`src/rtl/orb_desc_serializer_if.sv`:
```
// orb_desc_serializer_if: descriptor strobe input and word-stream output bundle
interface orb_desc_serializer_if #(
  parameter int WIDTH_DESCRIPTORS = 256,
  parameter int WIDTH_OUT = 8,
  parameter int FIFO_DEPTH = 4
);
  logic in_valid;
  logic [WIDTH_DESCRIPTORS-1:0] descriptors;
  logic [WIDTH_OUT-1:0] out_data;
  logic out_valid;
  logic out_ready;
  logic out_last;
  logic [$clog2(FIFO_DEPTH):0] fifo_level;
  logic [15:0] drop_count;
  modport master (
    output in_valid, descriptors, out_ready,
    input out_data, out_valid, out_last, fifo_level, drop_count
  );
  modport slave (
    input in_valid, descriptors, out_ready,
    output out_data, out_valid, out_last, fifo_level, drop_count
  );
endinterface

```
`src/rtl/orb_desc_serializer.sv`:
```
// orb_desc_serializer: buffers descriptor strobes in a small FIFO and streams them MSB word first
module orb_desc_serializer #(
  parameter int WIDTH_DESCRIPTORS = 256,
  parameter int WIDTH_OUT = 8,
  parameter int FIFO_DEPTH = 4
) (
  input logic clk,
  input logic rst,
  orb_desc_serializer_if.slave bus
);
  localparam int N = WIDTH_DESCRIPTORS / WIDTH_OUT;
  localparam int CW = N > 1 ? $clog2(N) : 1;
  localparam int AW = $clog2(FIFO_DEPTH);
  typedef enum logic {IDLE, SEND} state_t;
  state_t r_state, w_state_nx;
  logic [WIDTH_DESCRIPTORS-1:0] r_mem [FIFO_DEPTH];
  logic [AW-1:0] r_wr_ptr, r_rd_ptr;
  logic [AW:0] r_count;
  logic [WIDTH_DESCRIPTORS-1:0] r_shift;
  logic [CW-1:0] r_cnt, w_cnt_nx;
  logic r_last;
  logic [15:0] r_drops;
  logic w_xfer, w_end, w_empty, w_full, w_pop, w_wr, w_drop;
  always_comb begin
    w_empty = r_count == '0;
    w_full = r_count == (AW+1)'(FIFO_DEPTH);
    w_xfer = r_state == SEND && bus.out_ready;
    w_end = w_xfer && r_cnt == CW'(N-1);
    w_pop = !w_empty && (r_state == IDLE || w_end);
    w_wr = bus.in_valid && (!w_full || w_pop);
    w_drop = bus.in_valid && !w_wr;
    w_state_nx = w_pop ? SEND : w_end ? IDLE : r_state;
    w_cnt_nx = w_pop ? '0 : w_xfer ? r_cnt + 1'b1 : r_cnt;
  end
  always_ff @(posedge clk) begin
    if (rst) begin
      r_state <= IDLE;
      r_wr_ptr <= '0;
      r_rd_ptr <= '0;
      r_count <= '0;
      r_shift <= '0;
      r_cnt <= '0;
      r_last <= 1'b0;
      r_drops <= '0;
    end else begin
      r_state <= w_state_nx;
      r_cnt <= w_cnt_nx;
      r_last <= w_state_nx == SEND && w_cnt_nx == CW'(N-1);
      r_count <= r_count + (AW+1)'(w_wr) - (AW+1)'(w_pop);
      if (w_wr) r_wr_ptr <= r_wr_ptr + 1'b1;
      if (w_pop) r_rd_ptr <= r_rd_ptr + 1'b1;
      if (w_pop) r_shift <= r_mem[r_rd_ptr];
      else if (w_xfer) r_shift <= r_shift << WIDTH_OUT;
      if (w_drop && r_drops != '1) r_drops <= r_drops + 1'b1;
    end
  end
  // storage needs no reset: the pointers alone define what is valid
  always_ff @(posedge clk) if (w_wr) r_mem[r_wr_ptr] <= bus.descriptors;
  assign bus.out_data = r_shift[WIDTH_DESCRIPTORS-1 -: WIDTH_OUT];
  assign bus.out_valid = r_state == SEND;
  assign bus.out_last = r_last;
  assign bus.fifo_level = r_count;
  assign bus.drop_count = r_drops;
endmodule

```
`src/flat_wrapper.sv`:
```
// flat-port wrapper written by rule: the top's interface ports become plain ports
module orb_desc_serializer_flat 
#(
  parameter int WIDTH_DESCRIPTORS = 256,
  parameter int WIDTH_OUT = 8,
  parameter int FIFO_DEPTH = 4
)
  (clk, rst, bus_in_valid, bus_descriptors, bus_out_ready, bus_out_data, bus_out_valid, bus_out_last, bus_fifo_level, bus_drop_count);
  orb_desc_serializer_if #(.WIDTH_DESCRIPTORS(WIDTH_DESCRIPTORS), .WIDTH_OUT(WIDTH_OUT), .FIFO_DEPTH(FIFO_DEPTH)) bus_i ();
  input logic clk;
  input logic rst;
  input wire logic [$bits(bus_i.in_valid)-1:0] bus_in_valid;
  input wire logic [$bits(bus_i.descriptors)-1:0] bus_descriptors;
  input wire logic [$bits(bus_i.out_ready)-1:0] bus_out_ready;
  output wire logic [$bits(bus_i.out_data)-1:0] bus_out_data;
  output wire logic [$bits(bus_i.out_valid)-1:0] bus_out_valid;
  output wire logic [$bits(bus_i.out_last)-1:0] bus_out_last;
  output wire logic [$bits(bus_i.fifo_level)-1:0] bus_fifo_level;
  output wire logic [$bits(bus_i.drop_count)-1:0] bus_drop_count;
  assign bus_i.in_valid = bus_in_valid;
  assign bus_i.descriptors = bus_descriptors;
  assign bus_i.out_ready = bus_out_ready;
  assign bus_out_data = bus_i.out_data;
  assign bus_out_valid = bus_i.out_valid;
  assign bus_out_last = bus_i.out_last;
  assign bus_fifo_level = bus_i.fifo_level;
  assign bus_drop_count = bus_i.drop_count;
  orb_desc_serializer #(.WIDTH_DESCRIPTORS(WIDTH_DESCRIPTORS), .WIDTH_OUT(WIDTH_OUT), .FIFO_DEPTH(FIFO_DEPTH)) u_core (.clk(clk), .rst(rst), .bus(bus_i));
endmodule
```
`config.mk`:
```
export PLATFORM = sky130hd
export DESIGN_NAME = orb_desc_serializer_flat
export DESIGN_NICKNAME = d
export VERILOG_FILES = /design/src/rtl/orb_desc_serializer_if.sv /design/src/rtl/orb_desc_serializer.sv /design/src/flat_wrapper.sv
export SDC_FILE = /design/constraint.sdc
export NUM_CORES = 1
export LEC_CHECK = 0
export BUFFER_PORTS_ARGS = -buffer_cell sky130_fd_sc_hd__buf_2
export CAP_MARGIN = 5
export CORE_ASPECT_RATIO = 1.5
export CORE_MARGIN = 10
export CORE_UTILIZATION = 60
export CTS_BUF_LIST = sky130_fd_sc_hd__clkbuf_8 sky130_fd_sc_hd__clkbuf_16
export DETAILED_ROUTE_END_ITERATION = 8
export GPL_ROUTABILITY_DRIVEN = 0
export PLACE_DENSITY = 0.79
export SKIP_CTS_REPAIR_TIMING = 1
export SLEW_MARGIN = 20
export SYNTH_ARGS = -nofsm -noshare
export SYNTH_HDL_FRONTEND = slang
export SYNTH_SLANG_ARGS = --single-unit
```
`constraint.sdc`:
```
create_clock -name clk -period 17.9 [get_ports clk]
set_input_delay 0.895 -clock clk [delete_from_list [all_inputs] [get_ports clk]]
set_output_delay 0.895 -clock clk [all_outputs]
set_load 0.005 [all_outputs]
```
==> results.py <==
metrics = {
    "run_status": {
        "outcome": "complete, no violations",
    },
    "cts": {
        "tritoncts": "yes",
        "clkLatencyLatePin_ns": 0.69,
        "cts_sinks": 1312,
        "clock_path_buffers": 3,
        "clk_pin_slew_ns": 0.07,
        "cts_root_buf": "clkbuf_16",
        "cts_buffers": 112,
        "h-tree-depth": 3,
    },
    "finish": {
        "final-seq-area_mm2": 0.03652,
        "final_common_cell": "edfxtp_1",
        "mostFrequentLayoutCells": "edfxtp_1, nand2_1, buf_2",
        "final_core_util": 0.6821,
        "fillers": 5184,
        "multiInputGateArea_mm2": 0.01188,
        "drive_gt1_frac": 0.2374,
        "nets": 3433,
        "area_growth_pct": 12.40,
    },
    "setup_path": {
        "cpPeakStageDelay_ns": 0.84,
        "crit_top_cell": "ha_1",
        "r2r_start": "u_core.r_cnt[1]",
        "cp_data_arrival_time_ns": 4.77,
        "worstSetupStartpointType": "flip-flop",
        "crit_start": "u_core.r_cnt[1]",
        "worstPathCellList": "ha_1 > and3_1 > ha_1 > a21boi_4 > a31oi_2 > and2_4 > buf_4 > buf_6",
        "path_max_fanout": 74,
        "required_ns": 18.21,
        "crit_slowest_cell": "buf_4",
        "crit_type": "flip-flop to flip-flop",
        "endpoint_kind": "flip-flop",
    },
    "flow_run": {
        "drv_cap": 0,
    },
    "grt": {
        "grt_max_degree": 214,
        "grt.total_usage": 0.2330,
        "grt_pass1_vias": 28190,
        "grt_pass1_wl_um": 167900,
        "grt_overflow_total": 0,
        "grt_antenna_before_repair": 66,
    },
    "yosys": {
        "yosysSeqAreaShare": 0.7397,
        "syn_area_mm2": 0.04937,
        "synth_fp_nets": 3214,
        "synth_edf_count": 1024,
        "synth_cells": 2944,
        "yosysTopAreaCellShare": 0.6229,
        "yosys.area.top_type": "edfxtp_1",
        "ys_ff_latch": 1312,
        "yosys_warnings": 0,
        "async_flop_share": 0,
        "synth.top_cells.by_area": "edfxtp_1, dfxtp_1, mux4_2",
        "synthDistinctLibCells": 50,
        "synth_ff_type": "edfxtp_1",
        "avgSynthCellArea_um2": 16.77,
    },
    "floorplanning": {
        "die_h_um": 371.3,
        "io-pin-count": 289,
        "start_util": 0.6068,
        "die-area_mm2": 0.09439,
        "fp-row-count": 128,
        "core_area_mm2": 0.08136,
        "die_w_um": 254.2,
    },
    "worst_hold_path": {
        "hp-start": "bus_descriptors[167]",
        "min_path_type": "primary input to flip-flop",
    },
    "placed_design": {
        "port_buffers": 288,
        "hpwlAfterDp_um": 63990,
    },
    "sta": {
        "period_needed_ns": 4.461,
        "hold_viol": 0,
        "setup_viol": 0,
        "slew-limit-headroom": 0.2502,
        "slew_violations": 0,
        "worst_pin_slew_ns": 1.125,
        "worst_clock_skew_ns": 0.02776,
        "tns_ns": 0,
        "fmax_ghz": 0.2241,
        "rsz0062_at_grt": "no",
        "fin_crit_sh": 0.2492,
    },
    "power": {
        "max-vdd-ir-drop_uv": 154.7,
        "p_leak_nw": 18.12,
        "total_power_mw": 8.254,
        "p_per_area_mw_per_mm2": 148.7,
    },
    "routing": {
        "drtIter0Drc": 2354,
        "vias": 27230,
        "ant_nets": 0,
        "drcViolationCount": 0,
        "drt-pass1-iter-count": 6,
        "viasPerCell": 6.291,
        "drt_wl_total_um": 110000,
        "wl_per_cell_um": 25.41,
    },
}
==> flip-flops by register name (all words and copies together), names as in the netlist, named ones only <==
name and cells:
u_core.r_mem 1024, u_core.r_shift 256, u_core.bus.drop_count 16, u_core.r_cnt 5
u_core.bus.fifo_level 3, u_core.r_rd_ptr 2, u_core.r_wr_ptr 2, u_core.bus.out_last 1
u_core.bus.out_valid 1
==> worst max-delay path: cells and delay by family, from the launching register on <==
| family | cells | cell delay, ns |
|---|---|---|
| buf+inv | 2 | 1.55 |
| simple gates | 2 | 0.94 |
| compound gates | 2 | 0.57 |
| fa+ha+maj | 2 | 0.48 |
| flops | 1 | 0.39 |
==> cell type report <==
type,count,share of cell area
inverter,13,0.0008794
clock inverter,87,0.01614
timing repair buffer,317,0.03170
clock buffer,125,0.05434
antenna,27,0.001218
sequential,1312,0.6582
tap,1040,0.02345
multi-input combinational,1407,0.2141
==> power by group <==
part	internal, mW	switching, mW
logic	0.700	0.975
clock network	1.47	1.07
registers	3.78	0.261
total	5.95	2.31
==> per-stage QoR <==
step           hold WS (ns)  instance area (µm²)  std cells  worst slack (ns)
2_1_floorplan        0.4481                49370       2944             10.05
3_3_place_gp         0.4544                51470       4088             13.12
3_5_place_dp         0.4620                51470       4088             13.05
4_1_cts              0.3714                55380       4300             13.11
5_1_grt              0.3933                55480       4323             13.18
6_report             0.4091                55490       4328             13.44
==> cell usage after synthesis, drive strengths merged (3+ instances only) <==
cell type / number
edfxtp: 1024
nand2: 515
dfxtp: 288
nor2: 257
mux4: 256
a311oi: 248
clkbuf: 121
buf: 91
a21oi: 22
nand3: 16
inv: 13
or4: 10
ha: 9
o31ai: 9
and2: 7
nand4: 7
nor3: 6
nor4: 4
xnor2: 4
xor2: 4
and3: 3
mux2i: 3
o21ai: 3
o41ai: 3
or3: 3
==> worst paths after layout <==
kind / end / slack, ns / depth (start not counted)
max: u_core.r_mem[1][122] / 13.44 / 8
min: u_core.r_mem[2][167] / 0.41 / 1
max reg2reg: u_core.r_mem[1][122] / 13.44 / 8
min reg2reg: u_core.r_shift[158] / 0.46 / 2
==> per-layer routing <==
metal  global-route usage  wire [µm]  vias up
li1                     -          -    11950
met1               0.2889      40850    13880
met2               0.3942      57060     1081
met3              0.05248       8256      256
met4              0.09251       3488       54
met5                    0        310        -
==> cells by family (layout without fill, tap and decap cells) <==
logic type               after synthesis  after routing  share of synthesized area
AO/OA/AOI/OAI                        295            295                    0.05041
XOR/XNOR                               8              8                   0.001419
adder cells (fa/ha/maj)               10             10                   0.002687
buffers and inverters                225            542                    0.02055
flip-flops                          1312           1312                     0.7397
multiplexers                         259            259                     0.1174
other                                  0             27                          0
AND/OR/NAND/NOR                      835            835                    0.06787
Note: power is estimated with default switching activity, not from simulation.
